`config.mk`:
```
export PLATFORM = sky130hd
export DESIGN_NAME = fp_accum_ctrl
export DESIGN_NICKNAME = d
export VERILOG_FILES = /design/src/rtl/fp_accum_ctrl.sv
export SDC_FILE = /design/constraint.sdc
export NUM_CORES = 1
export LEC_CHECK = 0
export ABC_AREA = 1
export CAP_MARGIN = 20
export CELL_PAD_IN_SITES_DETAIL_PLACEMENT = 1
export CELL_PAD_IN_SITES_GLOBAL_PLACEMENT = 1
export CORE_MARGIN = 2
export CORE_UTILIZATION = 30
export CTS_BUF_LIST = sky130_fd_sc_hd__clkbuf_8
export CTS_CLUSTER_SIZE = 24
export DETAILED_ROUTE_END_ITERATION = 10
export HOLD_SLACK_MARGIN = 0.08
export PLACE_DENSITY_LB_ADDON = 0.1
export SETUP_SLACK_MARGIN = 0.05
export SLEW_MARGIN = 20
export SYNTH_ARGS = -nofsm -noshare
export SYNTH_HDL_FRONTEND = slang
export SYNTH_SLANG_ARGS = --single-unit
export TNS_END_PERCENT = 30
```
`constraint.sdc`:
```
create_clock -name clk -period 2.7 [get_ports clk]
set_input_delay 0.54 -clock clk [delete_from_list [all_inputs] [get_ports clk]]
set_output_delay 0.54 -clock clk [all_outputs]
set_load 0.005 [all_outputs]
```
`src/rtl/fp_accum_ctrl.sv`:
```
// Accumulation sequencer around a combinational FP32 add/sub unit: loads the first
// operand, folds each further operand through the unit, and hands the result downstream.
//
// state   | meaning
// --------+------------------------------------------------------------
// S_IDLE  | waiting for start; acc holds the last result
// S_LOAD  | accepting the first operand straight into acc
// S_ACCUM | accepting further operands through the arithmetic unit
// S_DONE  | presenting acc downstream until out_ready
module fp_accum_ctrl #(
    parameter int                    DATA_WIDTH = 32,
    parameter logic [DATA_WIDTH-1:0] ACCUM_INIT = '0,
    parameter int                    CNT_WIDTH  = 16
) (
    input  logic                  clk,
    input  logic                  rst,
    input  logic                  start,
    input  logic [CNT_WIDTH-1:0]  len,
    input  logic                  op_sel,
    input  logic                  flush,
    input  logic                  in_valid,
    output logic                  in_ready,
    input  logic [DATA_WIDTH-1:0] in_data,
    output logic [DATA_WIDTH-1:0] arith_data_1,
    output logic [DATA_WIDTH-1:0] arith_data_2,
    output logic                  arith_op_sel,
    output logic                  arith_en,
    input  logic [DATA_WIDTH-1:0] arith_result,
    output logic                  out_valid,
    input  logic                  out_ready,
    output logic [DATA_WIDTH-1:0] out_data,
    output logic                  busy
);

    typedef enum logic [1:0] {
        S_IDLE  = 2'd0,
        S_LOAD  = 2'd1,
        S_ACCUM = 2'd2,
        S_DONE  = 2'd3
    } state_t;

    state_t                state, state_nxt;
    logic [DATA_WIDTH-1:0] acc, acc_nxt;
    logic [CNT_WIDTH-1:0]  remaining, remaining_nxt;
    logic                  op_sel_q, op_sel_nxt;
    logic                  accept;
    logic                  last_operand;

    assign in_ready     = (state == S_LOAD) || (state == S_ACCUM);
    assign accept       = in_ready && in_valid;
    assign last_operand = (remaining == CNT_WIDTH'(1));

    assign arith_data_1 = acc;
    assign arith_data_2 = in_data;
    assign arith_op_sel = op_sel_q;
    assign arith_en     = (state == S_ACCUM) && in_valid;
    assign out_valid    = (state == S_DONE);
    assign out_data     = acc;
    assign busy         = (state != S_IDLE);

    always_ff @(posedge clk or posedge rst) begin
        if (rst) begin
            state     <= S_IDLE;
            acc       <= ACCUM_INIT;
            remaining <= '0;
            op_sel_q  <= 1'b0;
        end else begin
            state     <= state_nxt;
            acc       <= acc_nxt;
            remaining <= remaining_nxt;
            op_sel_q  <= op_sel_nxt;
        end
    end

    always_comb begin
        state_nxt     = state;
        acc_nxt       = acc;
        remaining_nxt = remaining;
        op_sel_nxt    = op_sel_q;
        case (state)
            S_IDLE: begin
                if (start) begin
                    if (len != '0) begin
                        op_sel_nxt    = op_sel;
                        remaining_nxt = len;
                        state_nxt     = S_LOAD;
                    end else begin
                        acc_nxt   = ACCUM_INIT;
                        state_nxt = S_DONE;
                    end
                end
            end
            S_LOAD: begin
                if (accept) begin
                    acc_nxt       = in_data;
                    remaining_nxt = remaining - 1'b1;
                    state_nxt     = last_operand ? S_DONE : S_ACCUM;
                end
            end
            S_ACCUM: begin
                if (accept) begin
                    acc_nxt       = arith_result;
                    remaining_nxt = remaining - 1'b1;
                    if (last_operand) state_nxt = S_DONE;
                end
            end
            S_DONE: begin
                if (out_ready) state_nxt = S_IDLE;
            end
            default: state_nxt = S_IDLE;
        endcase
        // Abort wins over every other event in the same cycle.
        if (flush) begin
            state_nxt     = S_IDLE;
            acc_nxt       = ACCUM_INIT;
            remaining_nxt = '0;
        end
    end

endmodule

```
==> metrics.csv <==
metric,value,unit
portBuffers,187,
antenna_cells,0,
maxSlewViolCount,0,
crit_chain,inv_1 -> ha_1 -> inv_1 -> clkdlybuf4s50_1,
slowest_delay,0.56,ns
hold_violations,0,
dp_slack,0.266,ns
drt_first_pass_iters,4,
clk_pin_slew_worst_paths,0.11,ns
clockBufferDepth,2,
overflow,0,
placed_area,5360,µm²
cts_root_buffer,clkbuf_8,
grt_pass1_wl,20.1,mm
dieArea,13700,µm²
hold_slack,0.510,ns
synth_top_area_share,33.3,%
regArea,1280,µm²
yosysTopAreaCell,dfrtp_1,
die_w,117,µm
fin_tns_setup,0,ns
worstMarginPinSlew,0.510,ns
finalCriticalPeriod,2.44,ns
cts_tree,built,
maxCapViolCount,0,
core_area,12500,µm²
grt_max_degree,44,
netlist_instances,570,
power,3.90,mW
cpMostUsedCell,inv_1,
ys_seq_area_share,33.3,%
arrival,1.90,ns
synth.cell_area,3830,µm²
setup_viol,0,
leakagePower,2.45,nW
hp-class,reg2reg,
grtUsageTotal,18.4,%
cts_max_level,2,
drive_above_1_share,4.53,%
syn_nets,664,
ant_nets,0,
syn_avg_cell_area,6.72,µm²
antenna_found_initial,0,
synth.area.top_cells,"dfrtp_1 (33%), nand2_1 (20%), buf_4 (14%), nand3_1 (6.4%), a21oi_1 (6.1%)",
yosys_warnings,0,
routedWlPerCell,14.8,µm
cp_max_fo,6,
max_slew_margin,66.0,%
clk_latency,0.31,ns
clock-sinks,51,
rsz0062_at_grt,no,
cts-buffers-inserted,5,
ctsHoldBuffers,0,
clock_skew,0.00749,ns
grt_pass1_vias,4026,
place_inst,849,
crit_type,reg2out,
ys_seq_elements,51,
finalNonFillerCells,857,
start_util,30.6,%
worstSetupEndpointType,primary output,
postCtsSetupBuffers,0,
post_drt_via_cell_ratio,4.62,
nets,778,
ir_drop,0.365,mV
cellPowerDensity,715,nW/µm²
cts_resized,0,
num_vias,3963,
fin_crit_sh,90.5,%
startpoint_type,flip-flop,
pin_count,188,
post-route-drc-count,0,
finalInstanceArea,5460,µm²
max_freq,0.409,GHz
postLayoutSetupSlackWorst,0.257,ns
area_growth,42.5,%
drt-initial-drc-count,118,
ys_types,27,
cp.required,2.16,ns
fin_util,43.6,%
outcome,finished clean,
wirelength,12.7,mm
dp_hpwl,9.78,mm
fillers,1612,
die_h,117,µm
gp_congestion,0.840,
row_count,41,
multiInputGateArea,1780,µm²
slowest_stage,clkdlybuf4s50_1,
==> cell usage in the layout, fill, tap and decap left out, drive strengths merged <==
cell | Yosys | layout
and2 | 3 | 3
nand4 | 3 | 3
nor3 | 1 | 1
clkinv | 0 | 1
nand2 | 207 | 207
clkbuf | 10 | 5
nand3 | 49 | 49
a21oi | 47 | 47
inv | 36 | 38
dfrtp | 51 | 51
buf | 79 | 9
xor2 | 1 | 1
clkdlybuf4s50 | 0 | 187
xnor2 | 1 | 1
a31oi | 1 | 1
a21boi | 1 | 1
ha | 7 | 7
o21ai | 23 | 23
nor2 | 49 | 49
o31ai | 1 | 1
==> sequential cells by signal, indices dropped and copies added, names as in the netlist <==
signal,count
state,2
arith_data_1,32
remaining,16
arith_op_sel,1
==> final timing paths <==
check	startpoint	end	slack [ns]	cells after the start
max reg2reg	state[0]$_DFFE_PP0P_	remaining[7]$_DFFE_PP0P_	0.57	11
min reg2reg	arith_op_sel$_DFFE_PP0P_	arith_op_sel$_DFFE_PP0P_	0.51	2
max	state[0]$_DFFE_PP0P_	busy	0.26	4
min in group asynchronous	rst	arith_data_1[26]$_DFFE_PP0P_	0.57	2
max in group asynchronous	rst	arith_data_1[20]$_DFFE_PP0P_	1.57	3
min	arith_op_sel$_DFFE_PP0P_	arith_op_sel$_DFFE_PP0P_	0.51	2
==> routing by layer <==
layer / vias to the layer above / GRT usage, % / routed length (µm)
li1: 1967 / - / -
met1: 1888 / 23.9 / 5690
met4: 0 / 2.59 / 47
met3: 2 / 2.47 / 624
met5: - / 0 / 0
met2: 106 / 33.3 / 6350
==> kinds of logic (layout without fill, tap and decap cells) <==
| kind of cell | Yosys count | count (layout) | synth area share, % |
|---|---|---|---|
| AND/OR/NAND/NOR | 312 | 312 | 33.4 |
| flip-flops | 51 | 51 | 33.3 |
| adder cells (fa/ha/maj) | 7 | 7 | 2.29 |
| buffers and inverters | 125 | 240 | 20.1 |
| AO/OA/AOI/OAI | 73 | 73 | 10.4 |
| XOR/XNOR | 2 | 2 | 0.458 |
==> critical path, delay by kind of cell, from the launching register on <==
| family | cells | cell delay (ns) |
|---|---|---|
| buffers and inverters | 3 | 0.84 |
| DFF | 1 | 0.45 |
| adders and majority gates | 1 | 0.30 |
==> area by class of cell <==
| class | instances | area share [%] |
|---|---|---|
| sequential | 51 | 23.4 |
| multi-input combinational | 394 | 32.7 |
| timing repair buffer | 196 | 35.8 |
| inverter | 36 | 2.48 |
| clock inverter | 3 | 0.482 |
| clock buffer | 5 | 1.26 |
| tap | 172 | 3.94 |
==> cells in the mapped netlist <==
library cell    n
o21ai_1         8
buf_2           4
a21boi_4        1
nand4_1         3
inv_2           4
xnor2_1         1
nand2_1       205
nor2_2          3
o31ai_1         1
buf_6           4
and2_1          3
a21oi_1        47
nor2_4          1
nor2_1         45
o21ai_0        13
buf_4          71
dfrtp_1        51
a31oi_1         1
nand2_4         2
o21ai_2         1
clkbuf_1       10
inv_1          32
nor3_1          1
nand3_1        49
ha_1            7
xor2_1          1
o21ai_4         1
==> where the power goes <==
group          total, mW  switching (mW)  internal, mW
Clock              0.488           0.296         0.192
Combinational       2.25            1.30         0.955
Sequential          1.16           0.201         0.960
(Power assumes the default switching activity.)
